**config.mk**
```make
export PLATFORM = sky130hd
export DESIGN_NAME = bus_arbiter_n_flat
export DESIGN_NICKNAME = d
export VERILOG_FILES = /design/src/rtl/bus_arbiter_n_if.sv /design/src/rtl/bus_arbiter_n.sv /design/src/flat_wrapper.sv
export SDC_FILE = /design/constraint.sdc
export NUM_CORES = 1
export LEC_CHECK = 0
export CORE_AREA = 2 2 144 146
export CTS_CLUSTER_DIAMETER = 80
export DETAILED_ROUTE_END_ITERATION = 8
export DIE_AREA = 0 0 146 148
export GPL_TIMING_DRIVEN = 0
export HOLD_SLACK_MARGIN = 0.05
export PLACE_DENSITY = 0.66
export SLEW_MARGIN = 20
export SYNTH_ARGS = -nofsm -noshare
export SYNTH_HDL_FRONTEND = slang
export SYNTH_SLANG_ARGS = --single-unit
```
**constraint.sdc**
```tcl
create_clock -name Qclock -period 2.2 [get_ports Qclock]
set_input_delay 0.33 -clock Qclock [delete_from_list [all_inputs] [get_ports Qclock]]
set_output_delay 0.33 -clock Qclock [all_outputs]
set_load 0.05 [all_outputs]
```
**src/rtl/bus_arbiter_n_if.sv**
```systemverilog
// Bus bundle for the N-master arbiter: master-side request/grant/data and single-slave transfer signals.
// The arbiter connects through the master modport; the environment drives it through the slave modport.
interface bus_arbiter_n_if #(
  parameter int NM = 4,
  parameter int AW = 48,
  parameter int DW = 16
);
  logic [NM-1:0]    request;
  logic [NM-1:0]    itsyours;
  logic [NM*AW-1:0] QmAddr;
  logic [NM*DW-1:0] mdout;
  logic [DW-1:0]    Mdin;
  logic [NM-1:0]    Xend_mstr;
  logic             bus_err;
  logic [AW-1:0]    Adr;
  logic [DW-1:0]    dataIn;
  logic             select_slave;
  logic [DW-1:0]    dbus_out;
  logic             Xend;

  modport master (
    input  request, QmAddr, mdout, dbus_out, Xend,
    output itsyours, Mdin, Xend_mstr, bus_err, Adr, dataIn, select_slave
  );

  modport slave (
    output request, QmAddr, mdout, dbus_out, Xend,
    input  itsyours, Mdin, Xend_mstr, bus_err, Adr, dataIn, select_slave
  );
endinterface

```
**src/rtl/bus_arbiter_n.sv**
```systemverilog
// N-master single-slave bus arbiter: round-robin or fixed-priority grant, one transfer at a time,
// with a slave-completion timeout. Every output comes straight from a register.
module bus_arbiter_n #(
  parameter int NM  = 4,
  parameter int AW  = 48,
  parameter int DW  = 16,
  parameter int RR  = 1,
  parameter int TMO = 255
) (
  input logic             Qclock,
  input logic             BusReset,
  bus_arbiter_n_if.master bus
);
  localparam int IW = $clog2(NM);
  localparam int CW = $clog2(TMO + 1);
  localparam logic [IW-1:0] LAST_RST = IW'(NM - 1);
  localparam logic [CW-1:0] CNT_LAST = CW'(TMO - 1);

  typedef enum logic [1:0] {IDLE, GRANT, XFER} state_t;

  state_t        state_q, state_d;
  logic [IW-1:0] w_q, w_d;
  logic [IW-1:0] last_q, last_d;
  logic [NM-1:0] gnt_q, gnt_d;
  logic [NM-1:0] xm_q, xm_d;
  logic          sel_q, sel_d;
  logic          err_q, err_d;
  logic [AW-1:0] adr_q, adr_d;
  logic [DW-1:0] din_q, din_d;
  logic [DW-1:0] mdin_q, mdin_d;
  logic [CW-1:0] cnt_q, cnt_d;
  logic [IW-1:0] win;

  // Round-robin scans upward from the master after the last winner; fixed priority scans from 0.
  function automatic logic [IW-1:0] pick(input logic [NM-1:0] req, input logic [IW-1:0] last);
    logic [IW-1:0] res;
    logic          found;
    int            idx;
    res   = '0;
    found = 1'b0;
    for (int k = 0; k < NM; k++) begin
      if (RR != 0) idx = (int'(last) + 1 + k) % NM;
      else         idx = k;
      if (!found && req[idx]) begin
        res   = IW'(idx);
        found = 1'b1;
      end
    end
    return res;
  endfunction

  always_comb win = pick(bus.request, last_q);

  always_comb begin
    state_d = state_q;
    w_d     = w_q;
    last_d  = last_q;
    gnt_d   = gnt_q;
    xm_d    = '0;
    err_d   = 1'b0;
    sel_d   = sel_q;
    adr_d   = adr_q;
    din_d   = din_q;
    mdin_d  = mdin_q;
    cnt_d   = cnt_q;
    unique case (state_q)
      IDLE: begin
        if (|bus.request) begin
          w_d     = win;
          last_d  = win;
          gnt_d   = NM'(1) << win;
          state_d = GRANT;
        end
      end
      GRANT: begin
        adr_d   = bus.QmAddr[int'(w_q)*AW +: AW];
        din_d   = bus.mdout[int'(w_q)*DW +: DW];
        sel_d   = 1'b1;
        cnt_d   = '0;
        state_d = XFER;
      end
      XFER: begin
        if (bus.Xend) begin
          mdin_d    = bus.dbus_out;
          xm_d[w_q] = 1'b1;
          gnt_d     = '0;
          sel_d     = 1'b0;
          state_d   = IDLE;
        end else begin
          // Counter stops at TMO on the timeout edge, so it never wraps.
          cnt_d = cnt_q + CW'(1);
          if (cnt_q == CNT_LAST) begin
            xm_d[w_q] = 1'b1;
            err_d     = 1'b1;
            gnt_d     = '0;
            sel_d     = 1'b0;
            state_d   = IDLE;
          end
        end
      end
      default: state_d = IDLE;
    endcase
  end

  always_ff @(posedge Qclock or negedge BusReset) begin
    if (!BusReset) begin
      state_q <= IDLE;
      w_q     <= '0;
      last_q  <= LAST_RST;
      gnt_q   <= '0;
      xm_q    <= '0;
      err_q   <= 1'b0;
      sel_q   <= 1'b0;
      adr_q   <= '0;
      din_q   <= '0;
      mdin_q  <= '0;
      cnt_q   <= '0;
    end else begin
      state_q <= state_d;
      w_q     <= w_d;
      last_q  <= last_d;
      gnt_q   <= gnt_d;
      xm_q    <= xm_d;
      err_q   <= err_d;
      sel_q   <= sel_d;
      adr_q   <= adr_d;
      din_q   <= din_d;
      mdin_q  <= mdin_d;
      cnt_q   <= cnt_d;
    end
  end

  assign bus.itsyours     = gnt_q;
  assign bus.Xend_mstr    = xm_q;
  assign bus.bus_err      = err_q;
  assign bus.select_slave = sel_q;
  assign bus.Adr          = adr_q;
  assign bus.dataIn       = din_q;
  assign bus.Mdin         = mdin_q;
endmodule

```
**src/flat_wrapper.sv**
```systemverilog
// flat-port wrapper written by rule: the top's interface ports become plain ports
module bus_arbiter_n_flat 
#(
  parameter int NM  = 4,
  parameter int AW  = 48,
  parameter int DW  = 16,
  parameter int RR  = 1,
  parameter int TMO = 255
)
  (Qclock, BusReset, bus_request, bus_QmAddr, bus_mdout, bus_dbus_out, bus_Xend, bus_itsyours, bus_Mdin, bus_Xend_mstr, bus_bus_err, bus_Adr, bus_dataIn, bus_select_slave);
  bus_arbiter_n_if #(.NM(NM), .AW(AW), .DW(DW)) bus_i ();
  input logic Qclock;
  input logic BusReset;
  input wire logic [$bits(bus_i.request)-1:0] bus_request;
  input wire logic [$bits(bus_i.QmAddr)-1:0] bus_QmAddr;
  input wire logic [$bits(bus_i.mdout)-1:0] bus_mdout;
  input wire logic [$bits(bus_i.dbus_out)-1:0] bus_dbus_out;
  input wire logic [$bits(bus_i.Xend)-1:0] bus_Xend;
  output wire logic [$bits(bus_i.itsyours)-1:0] bus_itsyours;
  output wire logic [$bits(bus_i.Mdin)-1:0] bus_Mdin;
  output wire logic [$bits(bus_i.Xend_mstr)-1:0] bus_Xend_mstr;
  output wire logic [$bits(bus_i.bus_err)-1:0] bus_bus_err;
  output wire logic [$bits(bus_i.Adr)-1:0] bus_Adr;
  output wire logic [$bits(bus_i.dataIn)-1:0] bus_dataIn;
  output wire logic [$bits(bus_i.select_slave)-1:0] bus_select_slave;
  assign bus_i.request = bus_request;
  assign bus_i.QmAddr = bus_QmAddr;
  assign bus_i.mdout = bus_mdout;
  assign bus_i.dbus_out = bus_dbus_out;
  assign bus_i.Xend = bus_Xend;
  assign bus_itsyours = bus_i.itsyours;
  assign bus_Mdin = bus_i.Mdin;
  assign bus_Xend_mstr = bus_i.Xend_mstr;
  assign bus_bus_err = bus_i.bus_err;
  assign bus_Adr = bus_i.Adr;
  assign bus_dataIn = bus_i.dataIn;
  assign bus_select_slave = bus_i.select_slave;
  bus_arbiter_n #(.NM(NM), .AW(AW), .DW(DW), .RR(RR), .TMO(TMO)) u_core (.Qclock(Qclock), .BusReset(BusReset), .bus(bus_i));
endmodule
```
==> metrics.txt, run 1 <==
period utilization=0.943; global-route wire length before repair=33.4 mm; fin. max-slew vios=0; most used cell along the critical path=buf_2; die area=21600 sq um; Unique masters post-synth=37; Hold Slack=0.266 ns; largest net degree at the start of global routing=57; synthesized area per cell=15.9 sq um; Syn Nets=649; CTS Buf Count=9; Synth top cells by count=dfrtp_1, mux2_2, mux4_2; max incr delay on CP=0.38 ns; leakage power=3.96 nW; post-route cell area=10200 sq um; CTS Sinks=104; Max-Cap Viols=0; DRC Markers=0; Vias=4914; #FFs+latches synth=104; core area=20000 sq um; Area growth, synth to finish=75.4%; vias in the first global route=5413; PnR Total Power=14.6 mW; initial drt markers=169; Ports=369; crit path launch=u_core.w_q[1]$_DFFE_PN0P_; Worst Hold Class=in -> reg; count leader, synth=dfrtp_1; placed cell area=9830 sq um; initial antenna violation count=1; Power Dens Cells=1440 nW/um^2; clk_lat worst skew=0.35 ns; CP max FO=10; final core utilization=0.507; Yosys Warn Count=0; RSZ-0062 raised after global routing=false; Fmax=0.482 GHz; Slowest cell on crit path=buf_2; worst r2r dst=u_core.bus.dataIn[10]$_DFFE_PN0P_; CP startpoint kind=flip-flop; total grt overflow=0; status=completed; Slew @ Worst Pin=0.829 ns; wire per inst=21.7 microns; Via density=4.82; worst r2r src=u_core.w_q[1]$_DFFE_PN0P_; setup slack, reg-to-reg=0.13 ns; layout cells sized above 1=0.247; Worst setup endpoint=u_core.bus.dataIn[10]$_DFFE_PN0P_; router iterations before antenna repair=6; asr flop ratio synth=1.00; CTS Buffer Depth=2; CTS H-tree depth=3; Global Route Usage Sum=0.202; Post-synth top flop=dfrtp_1; HPWL Detailed=17.9 mm; data required time of the worst path=2.44 ns; Post-synth EDFFs=0; CP endpoint kind=flip-flop; Seq/Total Area, Yosys=0.450; Die Ht=148 microns; area of the mapped netlist=5790 sq um; Fin Clk Skew=0.0104 ns; CTS clk-pin slew, worst paths=0.07 ns; Root Buffer=clkbuf_16; chip width=146 microns; fill count=1757; area leader, netlist=dfrtp_1; Area contributors post-synth=dfrtp_1, mux4_2, mux2_2, mux2_4, ha_1; worst path arrival time=2.31 ns; nets=1029; crit path time final=2.07 ns; Max rail drop VDD=920 uV; WL final=22.1 mm; Detail Route Antenna Nets=0; worst rel slew slack=0.447; # Post-CTS Setup Buffers=0; Gate Count Post-Synth=364; worst-path cell chain=clkbuf_1, buf_2, buf_2, mux4_2, mux2_2; WS Path Type=reg -> reg; Initial Util=0.289; number of port buffers=367; routability congestion estimate=0.919; setup slack after layout=0.126 ns; Place WS=0.0528 ns; Fin. Hold Viols=0; number of cell rows=52; final setup vio count=0; worst reg2reg path depth=5; Yosys top cell area share=0.441; TritonCTS clock tree=yes
final cells by class:
type | instances | area [sq um] | area share
Buffer | 27 | 170 | 0.0168
Inverter | 7 | 26.3 | 0.00259
Clock inverter | 6 | 72.6 | 0.00715
Clock buffer | 10 | 239 | 0.0235
Sequential cell | 104 | 2610 | 0.256
Multi-Input combinational cell | 226 | 2990 | 0.294
Antenna cell | 1 | 2.50 | 0.000246
Timing Repair Buffer | 369 | 3710 | 0.366
Tap cell | 270 | 338 | 0.0333
cells in the final DEF (no fill, tap or decap), types with 2 or more instances in the layout:
master,netlist,routed
clkbuf_1,13,13
mux2_2,64,64
nor3_1,4,4
nor2_1,9,9
a22o_1,2,2
dfstp_2,2,2
inv_1,7,7
nand2b_1,5,5
buf_2,10,10
buf_12,3,3
o21ai_0,5,5
mux4_2,64,64
mux2_4,20,20
clkbuf_16,0,9
nand4_1,3,3
dfrtp_1,102,102
nor2b_1,3,3
buf_6,1,2
o2bb2ai_1,2,2
nand3_1,4,4
o211ai_1,5,5
ha_1,6,6
nand2_1,11,11
and2_1,2,2
o31ai_1,3,3
inv_6,0,2
xor2_1,2,2
clkdlybuf4s50_1,0,366
kinds of logic after synthesis:
logic type,synth area share
and+or+nand+nor,0.0374
xor gates and xnor gates,0.00454
muxes,0.427
AOI/OAI and AO/OA,0.0346
buffers and inverters,0.0339
adders and majority gates,0.0130
DFF,0.450
repair_timing:
action	CTS	global route
setup endpoints to repair	0	0
gates resized for setup	0	0
hold buffers	1	0
endpoints found under the hold margin	55	0
state kept, by name, summed over array words and instances (netlist names):
| name | count |
|---|---|
| u_core.bus.Adr | 48 |
| u_core.bus.Mdin | 16 |
| u_core.bus.dataIn | 16 |
| u_core.cnt_q | 8 |
| u_core.bus.Xend_mstr | 4 |
| u_core.bus.itsyours | 4 |
| u_core.last_q | 2 |
| u_core.state_q | 2 |
| u_core.w_q | 2 |
| u_core.bus.bus_err | 1 |
| u_core.bus.select_slave | 1 |
stage by stage:
| stage | std cells | setup TNS, ns |
|---|---|---|
| 6_report | 1020 | 0 |
| 5_1_grt | 1020 | 0 |
| 4_1_cts | 1019 | 0 |
| 3_5_place_dp | 1002 | 0 |
| 3_3_place_gp | 1001 | -346.38 |
| 2_1_floorplan | 364 | 0 |
metal layers:
| layer | global-route usage | vias up | part of all wire |
|---|---|---|---|
| met1 | 0.257 | 2524 | 0.41 |
| met2 | 0.356 | 197 | 0.52 |
| met3 | 0.0463 | 12 | 0.061 |
| li1 | - | 2181 | - |
| met5 | 0 | - | 0 |
| met4 | 0.0383 | 0 | 0.0082 |
worst min-delay path by stage:
| stage | slack, ns | from | depth (start not counted) | endpoint |
|---|---|---|---|---|
| floorplan | 0.03 | BusReset | 0 | u_core.bus.Adr[0]$_DFFE_PN0P_ |
| global placement | 0.48 | u_core.bus.itsyours[2]$_DFFE_PN0P_ | 1 | u_core.bus.itsyours[2]$_DFFE_PN0P_ |
| detailed placement | 0.33 | BusReset | 1 | u_core.bus.itsyours[3]$_DFFE_PN0P_ |
| CTS | 0.24 | bus_Xend | 2 | u_core.bus.bus_err$_DFF_PN0_ |
| global route | 0.26 | bus_Xend | 2 | u_core.bus.bus_err$_DFF_PN0_ |
| finish | 0.27 | bus_Xend | 2 | u_core.bus.bus_err$_DFF_PN0_ |
power by group:
part | total, mW | switching (mW) | leakage (nW) | internal, mW
logic | 9.62 | 5.25 | 2.56 | 4.37
registers | 3.30 | 0.476 | 1.25 | 2.82
clock network | 1.71 | 0.780 | 0.155 | 0.932
total | 14.6 | 6.51 | 3.96 | 8.12
critical path, delay by kind of cell, from the launching register on:
family	cells	cell delay, ns
buffers and inverters	3	0.98
multiplexers	2	0.65
flip-flops	1	0.32
Note: power is estimated with default switching activity, not from simulation.
==> run 2: changes to the inputs <==
GPL_ROUTABILITY_DRIVEN = 0   (was default)
==> run 2 against run 1 <==
Compared with the run above: clock power barely moved; critical path type unchanged; global-route usage shrank 0.20 points; hold slack got worse by 0.0085 ns; critical path depth unchanged; worst setup slack improved by 0.013 ns; sequential power barely moved; power grew 0.37%.
==> metrics.txt, run 2 (synthesis results as in run 1) <==
status=completed; leakage power=3.96 nW (about the same); nets=1029 (unchanged); global-route wire length before repair=33.1 mm (-0.87%); layout cells sized above 1=0.247 (unchanged); Placed Cells=1002 (unchanged); # Post-CTS Setup Buffers=0 (unchanged); Fmax=0.485 GHz (+0.65%); commonest non-fill, non-tap cell in the layout=clkdlybuf4s50_1; Fin Clk Skew=0.00552 ns (-0.00487 ns); number of cell rows=52 (unchanged); largest net degree at the start of global routing=54 (-5.3%); chip width=146 microns (unchanged); data required time of the worst path=2.44 ns (about the same); worst-path cell chain=clkbuf_1, clkbuf_4, buf_2, mux4_2, mux2_2; fill count=1750 (-0.40%); CTS Buffer Depth=2 (unchanged); clk_lat worst skew=0.35 ns (about the same); non-filler instance count after layout=1019 (-0.098%); PnR Total Power=14.7 mW (+0.37%); period utilization=0.937 (-0.00609); met3 usage=0.0537 (+0.00741); CP Depth=5 (unchanged); RSZ-0062 raised after global routing=false; TritonCTS clock tree=yes; core area=20000 sq um (unchanged); CTS Sinks=104 (unchanged); final setup vio count=0 (unchanged); Via density=4.81 (-0.23%); WP buf/inv=3 (unchanged); Ports=369 (unchanged); final core utilization=0.507 (about the same); DRC Markers=0 (unchanged); Slew @ Worst Pin=0.874 ns (+0.0443 ns); worst path arrival time=2.30 ns (about the same); initial antenna violation count=0 (-1); WS Path Type=reg -> reg; Detail Route Antenna Nets=0 (unchanged); Max-Cap Viols=0 (unchanged); crit path launch=u_core.w_q[1]$_DFFE_PN0P_; WL final=22.0 mm (-0.39%); number of port buffers=367 (unchanged); Worst Hold Class=in -> reg; setup slack, reg-to-reg=0.14 ns (about the same); die area=21600 sq um (unchanged); Slowest cell on crit path=clkbuf_4; router iterations before antenna repair=4 (-2); Max rail drop VDD=946 uV (+2.8%); CTS clk-pin slew, worst paths=0.08 ns (about the same); Root Buffer=clkbuf_16; met1 Usage GRT=0.244 (-0.0130); max incr delay on CP=0.36 ns (-0.02 ns); HPWL Detailed=17.9 mm (-0.16%); Die Ht=148 microns (unchanged); initial drt markers=135 (-20%); max FFs per register=48 (unchanged); CTS Buf Count=9 (unchanged); worst r2r src=u_core.w_q[1]$_DFFE_PN0P_; CP startpoint kind=flip-flop; crit path time final=2.06 ns (-0.0134 ns); global routing's busiest layer=met2; total grt overflow=0 (unchanged); Fin Setup TNS=0 ns (unchanged); Initial Util=0.289 (unchanged); worst rel slew slack=0.418 (-0.0295); wire per inst=21.6 microns (-0.29%); CP endpoint kind=flip-flop; Top delay family on crit path=buffers and inverters; Vias=4898 (-0.33%); worst r2r dst=u_core.bus.dataIn[10]$_DFFE_PN0P_; Power Dens Cells=1440 nW/um^2 (+0.27%); fin. max-slew vios=0 (unchanged); Area growth, synth to finish=75.5% (about the same); Fin. Hold Viols=0 (unchanged); Antenna diodes=0 (-1); worst reg2reg path depth=5 (unchanged); M2 GR Usage=0.360 (+0.00377); CP max FO=10 (unchanged); Global Route Usage Sum=0.200 (-0.00201); CTS H-tree depth=3 (unchanged); Worst setup endpoint=u_core.bus.dataIn[10]$_DFFE_PN0P_; commonest non-fill, non-tap cells in the layout=clkdlybuf4s50_1, dfrtp_1, mux2_2, mux4_2, mux2_4; vias in the first global route=5392 (-0.39%)
## run 2: per-layer routing
metal	part of all wire	wire length [microns]
met1	0.40	8830
met2	0.52	11500
met3	0.069	1520
met4	0.0091	201
met5	0	0
## run 2: worst min-delay path by stage
stage,start,end,cells after the start
floorplan,BusReset,u_core.bus.Adr[0]$_DFFE_PN0P_,0
global placement,u_core.bus.itsyours[2]$_DFFE_PN0P_,u_core.bus.itsyours[2]$_DFFE_PN0P_,1
detailed placement,BusReset,u_core.bus.dataIn[14]$_DFFE_PN0P_,1
CTS,bus_Xend,u_core.bus.bus_err$_DFF_PN0_,2
global route,bus_Xend,u_core.bus.bus_err$_DFF_PN0_,2
finish,bus_Xend,u_core.bus.bus_err$_DFF_PN0_,2
## run 2: what timing repair did
item,in CTS,in global routing
gates resized for setup,0,1
hold endpoints to repair,49,0
endpoints found under the setup margin,0,1
hold buffers,1,0
## run 2: through the flow
step | setup slack [ns] | hold slack [ns] | instance area [sq um]
2_1_floorplan | 0.509 | 0.0344 | 5790
3_3_place_gp | -3.23 | 0.476 | 9800
3_5_place_dp | 0.0541 | 0.331 | 9830
4_1_cts | 0.0482 | 0.244 | 10200
5_1_grt | 0.0300 | 0.265 | 10200
6_report | 0.139 | 0.257 | 10200
## run 2: layout make-up
| type | instances | area [sq um] | area share |
|---|---|---|---|
| tap | 270 | 338 | 0.0332 |
| sequential | 104 | 2610 | 0.256 |
| clock inverter | 7 | 96.3 | 0.00948 |
| multi-input combinational | 226 | 2990 | 0.294 |
| buffer | 27 | 173 | 0.0170 |
| inverter | 7 | 26.3 | 0.00258 |
| clock buffer | 9 | 225 | 0.0222 |
| timing repair buffer | 369 | 3710 | 0.365 |
## run 2: where the power goes
part           total [mW]  internal [mW]  switching, mW
logic                9.66           4.37           5.29
clock network        1.72          0.921          0.798
registers            3.31           2.82          0.481
